[src/rtl/hazard_fwd_ctrl_pkg.sv]
// ============================================================================
//  Module   : hazard_fwd_ctrl_pkg
//  Brief    : Shared select codes, Tuse code and shadow-stage record.
//  Revision : 1.0 - initial release
// ============================================================================
`default_nettype none

package hazard_fwd_ctrl_pkg;

    localparam logic [1:0] FWD_NONE = 2'b00;
    localparam logic [1:0] FWD_M    = 2'b01;
    localparam logic [1:0] FWD_W    = 2'b10;
    localparam logic [1:0] FWD_E    = 2'b11;

    localparam logic [1:0] NO_USE   = 2'd3;

    typedef struct packed {
        logic [4:0] a3;
        logic [4:0] rs;
        logic [4:0] rt;
        logic [1:0] tnew;
    } stage_rec_t;

endpackage

`default_nettype wire

[src/rtl/hazard_fwd_pick.sv]
// ============================================================================
//  Module   : hazard_fwd_pick
//  Brief    : Priority encoder choosing the newest ready producer for a source.
//  Revision : 1.0 - initial release
// ============================================================================
`default_nettype none

module hazard_fwd_pick
    import hazard_fwd_ctrl_pkg::*;
(
    input  logic [4:0] src,
    input  logic [4:0] e_a3,
    input  logic [1:0] e_tnew,
    input  logic [4:0] m_a3,
    input  logic [1:0] m_tnew,
    input  logic [4:0] w_a3,
    input  logic [2:0] mask,     // {E, M, W} candidates allowed
    output logic [1:0] sel
);

    logic e_hit;
    logic m_hit;
    logic w_hit;

    always_comb begin
        e_hit = mask[2] && (e_a3 != 5'd0) && (e_a3 == src) && (e_tnew == 2'd0);
        m_hit = mask[1] && (m_a3 != 5'd0) && (m_a3 == src) && (m_tnew == 2'd0);
        w_hit = mask[0] && (w_a3 != 5'd0) && (w_a3 == src);

        // Newest producer wins: E over M over W.
        if (e_hit) begin
            sel = FWD_E;
        end else if (m_hit) begin
            sel = FWD_M;
        end else if (w_hit) begin
            sel = FWD_W;
        end else begin
            sel = FWD_NONE;
        end
    end

endmodule

`default_nettype wire

[src/rtl/hazard_fwd_ctrl.sv]
// ============================================================================
//  Module   : hazard_fwd_ctrl
//  Brief    : Shadow-pipeline hazard detector and forwarding-select generator.
//  Revision : 1.0 - initial release
// ============================================================================
`default_nettype none

module hazard_fwd_ctrl #(
    parameter logic [1:0] NO_USE = hazard_fwd_ctrl_pkg::NO_USE
) (
    input  logic       clk,
    input  logic       rst_n,
    input  logic       d_valid,
    input  logic [4:0] rs_d,
    input  logic [4:0] rt_d,
    input  logic [1:0] tuse_rs_d,
    input  logic [1:0] tuse_rt_d,
    input  logic [4:0] a3_d,
    input  logic [1:0] tnew_d,
    output logic       stall,
    output logic [1:0] fwd_rs_d,
    output logic [1:0] fwd_rt_d,
    output logic [1:0] fwd_rs_e,
    output logic [1:0] fwd_rt_e,
    output logic       fwd_rt_m
);

    import hazard_fwd_ctrl_pkg::*;

    stage_rec_t e_q, e_d;
    logic [4:0] m_a3_q, m_a3_d;
    logic [4:0] m_rt_q, m_rt_d;
    logic [1:0] m_tnew_q, m_tnew_d;
    logic [4:0] w_a3_q, w_a3_d;

    logic       stall_rs;
    logic       stall_rt;
    logic [1:0] rt_m_sel;

    function automatic logic src_stall(
        input logic [4:0] idx,
        input logic [1:0] tuse,
        input logic [4:0] e_a3,
        input logic [1:0] e_tnew,
        input logic [4:0] m_a3,
        input logic [1:0] m_tnew
    );
        return (tuse != NO_USE) && (idx != 5'd0) &&
               (((e_a3 == idx) && (tuse < e_tnew)) ||
                ((m_a3 == idx) && (tuse < m_tnew)));
    endfunction

    always_comb begin
        stall_rs = src_stall(rs_d, tuse_rs_d, e_q.a3, e_q.tnew, m_a3_q, m_tnew_q);
        stall_rt = src_stall(rt_d, tuse_rt_d, e_q.a3, e_q.tnew, m_a3_q, m_tnew_q);
        stall    = d_valid && (stall_rs || stall_rt);
    end

    // A stalled or empty D slot enters E as an all-zero bubble.
    always_comb begin
        e_d = '0;
        if (d_valid && !stall) begin
            e_d.a3   = a3_d;
            e_d.rs   = rs_d;
            e_d.rt   = rt_d;
            e_d.tnew = tnew_d;
        end
        m_a3_d   = e_q.a3;
        m_rt_d   = e_q.rt;
        m_tnew_d = (e_q.tnew == 2'd0) ? 2'd0 : e_q.tnew - 2'd1;
        w_a3_d   = m_a3_q;
    end

    always_ff @(posedge clk or negedge rst_n) begin
        if (!rst_n) begin
            e_q      <= '0;
            m_a3_q   <= 5'd0;
            m_rt_q   <= 5'd0;
            m_tnew_q <= 2'd0;
            w_a3_q   <= 5'd0;
        end else begin
            e_q      <= e_d;
            m_a3_q   <= m_a3_d;
            m_rt_q   <= m_rt_d;
            m_tnew_q <= m_tnew_d;
            w_a3_q   <= w_a3_d;
        end
    end

    hazard_fwd_pick u_pick_rs_d (
        .src(rs_d), .e_a3(e_q.a3), .e_tnew(e_q.tnew), .m_a3(m_a3_q),
        .m_tnew(m_tnew_q), .w_a3(w_a3_q), .mask(3'b111), .sel(fwd_rs_d)
    );

    hazard_fwd_pick u_pick_rt_d (
        .src(rt_d), .e_a3(e_q.a3), .e_tnew(e_q.tnew), .m_a3(m_a3_q),
        .m_tnew(m_tnew_q), .w_a3(w_a3_q), .mask(3'b111), .sel(fwd_rt_d)
    );

    hazard_fwd_pick u_pick_rs_e (
        .src(e_q.rs), .e_a3(e_q.a3), .e_tnew(e_q.tnew), .m_a3(m_a3_q),
        .m_tnew(m_tnew_q), .w_a3(w_a3_q), .mask(3'b011), .sel(fwd_rs_e)
    );

    hazard_fwd_pick u_pick_rt_e (
        .src(e_q.rt), .e_a3(e_q.a3), .e_tnew(e_q.tnew), .m_a3(m_a3_q),
        .m_tnew(m_tnew_q), .w_a3(w_a3_q), .mask(3'b011), .sel(fwd_rt_e)
    );

    hazard_fwd_pick u_pick_rt_m (
        .src(m_rt_q), .e_a3(e_q.a3), .e_tnew(e_q.tnew), .m_a3(m_a3_q),
        .m_tnew(m_tnew_q), .w_a3(w_a3_q), .mask(3'b001), .sel(rt_m_sel)
    );

    assign fwd_rt_m = (rt_m_sel == FWD_W);

endmodule

`default_nettype wire

[config.mk]
export PLATFORM = sky130hd
export DESIGN_NAME = hazard_fwd_ctrl
export DESIGN_NICKNAME = d
export VERILOG_FILES = /design/src/rtl/hazard_fwd_ctrl_pkg.sv /design/src/rtl/hazard_fwd_pick.sv /design/src/rtl/hazard_fwd_ctrl.sv
export SDC_FILE = /design/constraint.sdc
export NUM_CORES = 1
export LEC_CHECK = 0
export CAP_MARGIN = 20
export CORE_MARGIN = 4
export CORE_UTILIZATION = 30
export CTS_CLUSTER_SIZE = 10
export DETAILED_ROUTE_END_ITERATION = 8
export PLACE_DENSITY = 0.62
export RECOVER_POWER = 50
export SYNTH_ARGS = -nofsm -noshare
export SYNTH_HDL_FRONTEND = slang
export SYNTH_HIERARCHICAL = 1
export SYNTH_SLANG_ARGS = --single-unit
[constraint.sdc]
create_clock -name clk -period 2.1 [get_ports clk]
set_input_delay 0.21 -clock clk [delete_from_list [all_inputs] [get_ports clk]]
set_output_delay 0.21 -clock clk [all_outputs]
set_load 0.02 [all_outputs]
* Word level (Yosys, flattened, before mapping)
Cells that the tools add are included.
Word-level totals: register bits after elaboration 34, output and inout bits 10, word-level logic and storage cells 78
Operators by class: $add $sub $neg 1, magnitude comparators 4, equality and inequality tests 14, multiplexer cells 13, reduce and logical (&&, ||, !) cells 38
Operators by type and width (number):
- $eq 5x5->1 | 11
- $logic_and 1x1->1 | 27
- $reduce_bool 5->1 | 5
- $mux 2 | 12
- $mux 17 | 1
- $lt 2x2->1 | 4
- $logic_not 2->1 | 2
- $ne 2x2->1 const B | 2
- $logic_or 1x1->1 | 3
- $eq 2x2->1 const B | 1
- $sub 2x1->2 const B | 1
- $logic_not 1->1 | 1

* Logic depth before layout (Yosys ltp)
word-level depth 9, gate-level depth with buffers 7

* By module
Netlist, hierarchy kept.
Modules (own cells, without submodules):
- hazard_fwd_ctrl | times used 1, cells an instance 124, area an instance 1453.9 um^2
- hazard_fwd_pick | times used 5, cells an instance 34, area an instance 226.5 um^2

* Worst setup path before layout
OpenSTA, ideal clock, no wires.
path type reg2out, start register m_a3_q[0], end output stall, arrival time 1.997 ns, required time 1.890 ns, path slack -0.107 ns, stages on the path, launching flop included 6, path buffers 0, cell sequence dfrtp_1 xor2_1 a2111oi_4 nand4_1 a221oi_2 o21a_1
Between the ends: cells in the longest elaborated chain, start to end 6, elaborated cells between the ends (all ways) 10, those cells by class eq/ne: 2; reduce/logical: 8
RTL lines:
- start, declared | line hazard_fwd_ctrl.sv:31 | logic [4:0] m_a3_q, m_a3_d;
- start signal, assigned | line hazard_fwd_ctrl.sv:83 | m_a3_q <= m_a3_d;
- $eq 5x5->1 | line hazard_fwd_ctrl.sv:50 | ((m_a3 == idx) && (tuse < m_tnew)));
- $logic_and 1x1->1 | line hazard_fwd_ctrl.sv:50
- $logic_or 1x1->1 | line hazard_fwd_ctrl.sv:49 | (((e_a3 == idx) && (tuse < e_tnew)) ||
- $logic_and 1x1->1 | line hazard_fwd_ctrl.sv:48 | return (tuse != NO_USE) && (idx != 5'd0) &&
- $logic_or 1x1->1 (*) | line hazard_fwd_ctrl.sv:56 | stall = d_valid && (stall_rs || stall_rt);
- $logic_and 1x1->1 (*) | line hazard_fwd_ctrl.sv:56
- end, declared | line hazard_fwd_ctrl.sv:20 | output logic stall,
Every way passes the cells marked *; elsewhere a longest branch is shown, timed or not.

* Final worst setup path
start register m_tnew_q[1], end output stall
Between the ends: cells in the longest elaborated chain, start to end 6, elaborated cells between the ends (all ways) 10, those cells by class order compare: 2; reduce/logical: 8
RTL lines:
- start, declared | line hazard_fwd_ctrl.sv:33 | logic [1:0] m_tnew_q, m_tnew_d;
- start signal, assigned | line hazard_fwd_ctrl.sv:85 | m_tnew_q <= m_tnew_d;
- $lt 2x2->1 | line hazard_fwd_ctrl.sv:50
- $logic_and 1x1->1 | line hazard_fwd_ctrl.sv:50
- $logic_or 1x1->1 | line hazard_fwd_ctrl.sv:49
- $logic_and 1x1->1 | line hazard_fwd_ctrl.sv:48
- $logic_or 1x1->1 (*) | line hazard_fwd_ctrl.sv:56
- $logic_and 1x1->1 (*) | line hazard_fwd_ctrl.sv:56
Marks and branches as above.

==> reports/metrics.cfg <==
[global_route]
grt_pass1_wl_mm = 13.22
antenna_found_initial = 0
grt_remaining_overflow = 0
grt_use_total_pct = 16.63
grt_max_degree = 35
grt_pass1_vias = 2634

[route]
dr.first_iter.drc_count = 121
wl_mm = 8.631
dr.pass1.iters = 4
viasPerCell = 5.086
drtAntennaViolNets = 0
post-route-drc-count = 0
wire_per_inst_um = 16.44
routed.top_layer = met4
wl_met2_mm = 4.222
vias = 2670
wl_met3_um = 705
met1Wirelength_mm = 3.556

[synth]
ys_types = 27
synth.top_cell.area_share_pct = 32.90
yosysSeqAreaShare_pct = 32.90
ys_ff_latch = 34
synth_top_cell_by_area = dfrtp_1
syn_area_per_cell_um2 = 8.797
synth_area_leaders = dfrtp_1, xor2_1, nor3_1, nand2_1, xnor2_1
yosys_warnings = 6
syn_area_mm2 = 0.002586
netlist_instances = 294

[timing]
slew_headroom_pct = 45.08
hold_violations = 0
period_share_pct = 110.9
rsz0062_at_grt = yes
setup_ws_ns = -0.2298
setup_viol = 4
finalCriticalPeriod_ns = 2.330
slew_violations = 0
tns_ns = -0.2704
holdWs_ns = 0.4231
skew_ns = 0.005569
fmax_mhz = 429.2
tightest_slew_ns = 0.8238

[run]
maxCapViolations = 0

[min_path]
hold_path_end = e_q[8]
whs_path_depth = 4
hp-class = input port to flop
worstHoldStart = rs_d[1]

[clock_network]
clock_sinks = 34
worstSkewPairLatency_ns = 0.29
ctsHoldBuffers = 0
cts_buffers = 5
path_clk_slew_ns = 0.07
root_buffer = clkbuf_8
cts_tree = done
clock_path_buffers = 2
htreeDepth = 2

[die]
die-area_mm2 = 0.01017
chipHeight_um = 100.9
fp.dieW_um = 100.9
num_io_pins = 34
start_util_pct = 31.16
rows = 33
core_area_mm2 = 0.008299

[cells_and_area]
seq_area_um2 = 858.3
n_antenna_cell = 0
fin_cells = 525
final_common_cell = xor2_1
utilization_pct = 48.61
multi_input_area_mm2 = 0.001972
n_fill_cell = 764
final_cell_mix = xor2_1, buf_4, nor3_1
fin_nets = 447
drive_gt1_share_pct = 31.43
fin_area_mm2 = 0.004034
syn2layout_area_growth_pct = 55.97

[worst_setup_path]
ff2ff_setup_slack_ns = 0.09
start_kind = flop
worstPathArrival_ns = 2.12
cp-end-kind = output pin
crit_type = flop to output pin
timing.rr.start = m_tnew_q[1]
worstReg2RegEnd = m_rt_d[3]
cp_data_required_time_ns = 1.89
rr_worst_depth = 7
critical_path.max_fanout = 2

[pwr]
ir_worst_vdd_v = 0.0003958
power.density_cell_area_mw_per_mm2 = 538.7
p_leak_uw = 0.001924

[placement]
io_buffer_count = 33
placedInstanceArea_mm2 = 0.003600
placed_cells = 508
dpl.hpwl_mm = 6.149
place_congestion = 0.8794

[run_status]
status = complete, but fails checks
violations = negative setup slack

[kinds of logic after synthesis]
logic type / count (synthesis) / share of synthesized area [%]
other: 2 / 0.2904
and+or+nand+nor: 140 / 28.35
buffers and inverters: 7 / 1.597
xor gates and xnor gates: 80 / 27.09
AOI/OAI and AO/OA: 27 / 7.838
adders and majority gates: 4 / 1.935
DFF: 34 / 32.90
[flip-flops by register name, summed over array words and instances (netlist names)]
name and flops:
m_rt_d 5, m_rt_q 5, m_tnew_q 2, m_a3_d 5, w_a3_q 5, e_q 7
m_a3_q 5
[critical path, stage by stage, from the launching register on]
cell and delay, ns:
dfrtp_1 0.39, inv_2 0.11, ha_4 0.21, a2111oi_4 0.30, nand4_1 0.19, a221oi_4 0.32, o21a_1 0.19, buf_6 0.12
[Yosys cell counts, drive strengths merged]
library cell / instances
xor2: 67
nor3: 47
dfrtp: 34
nand2: 32
nor4: 17
nand4: 13
xnor2: 13
o21ai: 12
or2: 10
nand3: 6
a21oi: 5
and4: 5
nor2: 5
o31ai: 5
ha: 4
inv: 3
a2111oi: 2
a221oi: 2
buf: 2
clkbuf: 2
conb: 2
nand2b: 2
or4: 2
nor2b: 1
o21a: 1
[timing repair]
action	in CTS	in global routing
endpoints found under the setup margin	10	25
setup buffers	1	10
pin swaps	13	21
resized for setup	61	48
[worst max-delay path by stage]
stage	start	to
6_report	m_tnew_q[1]	stall
5_1_grt	m_tnew_q[1]	stall
4_1_cts	m_tnew_q[1]	stall
3_5_place_dp	tuse_rs_d[1]	stall
3_3_place_gp	tuse_rs_d[1]	stall
2_1_floorplan	m_tnew_q[1]	stall
[routing by layer]
metal  vias up  track usage (%)
met3        17            3.253
met4         0            5.078
met1      1269            22.13
met5         -                0
li1       1282                -
met2       102            27.19
[power breakdown]
group | internal [uW] | switching (uW) | leakage [uW]
Combinational | 334 | 339 | 0.00142
Sequential | 695 | 59.9 | 0.000432
Clock | 506 | 239 | 0.0000714
[stage by stage]
step,total power [uW],setup slack [ns]
2_1_floorplan,1053,0.001475
3_3_place_gp,1337,-0.6423
3_5_place_dp,1350,-0.6879
4_1_cts,2109,-0.2649
5_1_grt,2270,-0.3011
6_report,2173,-0.2298
[area by class of cell]
type	count	share of cell area, %
tap	105	3.257
inverter	3	0.2792
multi-input combinational	271	48.88
clock buffer	6	2.047
clock inverter	2	1.489
timing repair buffer	104	22.77
sequential	34	21.28
Power figures use the tool's default switching activity.
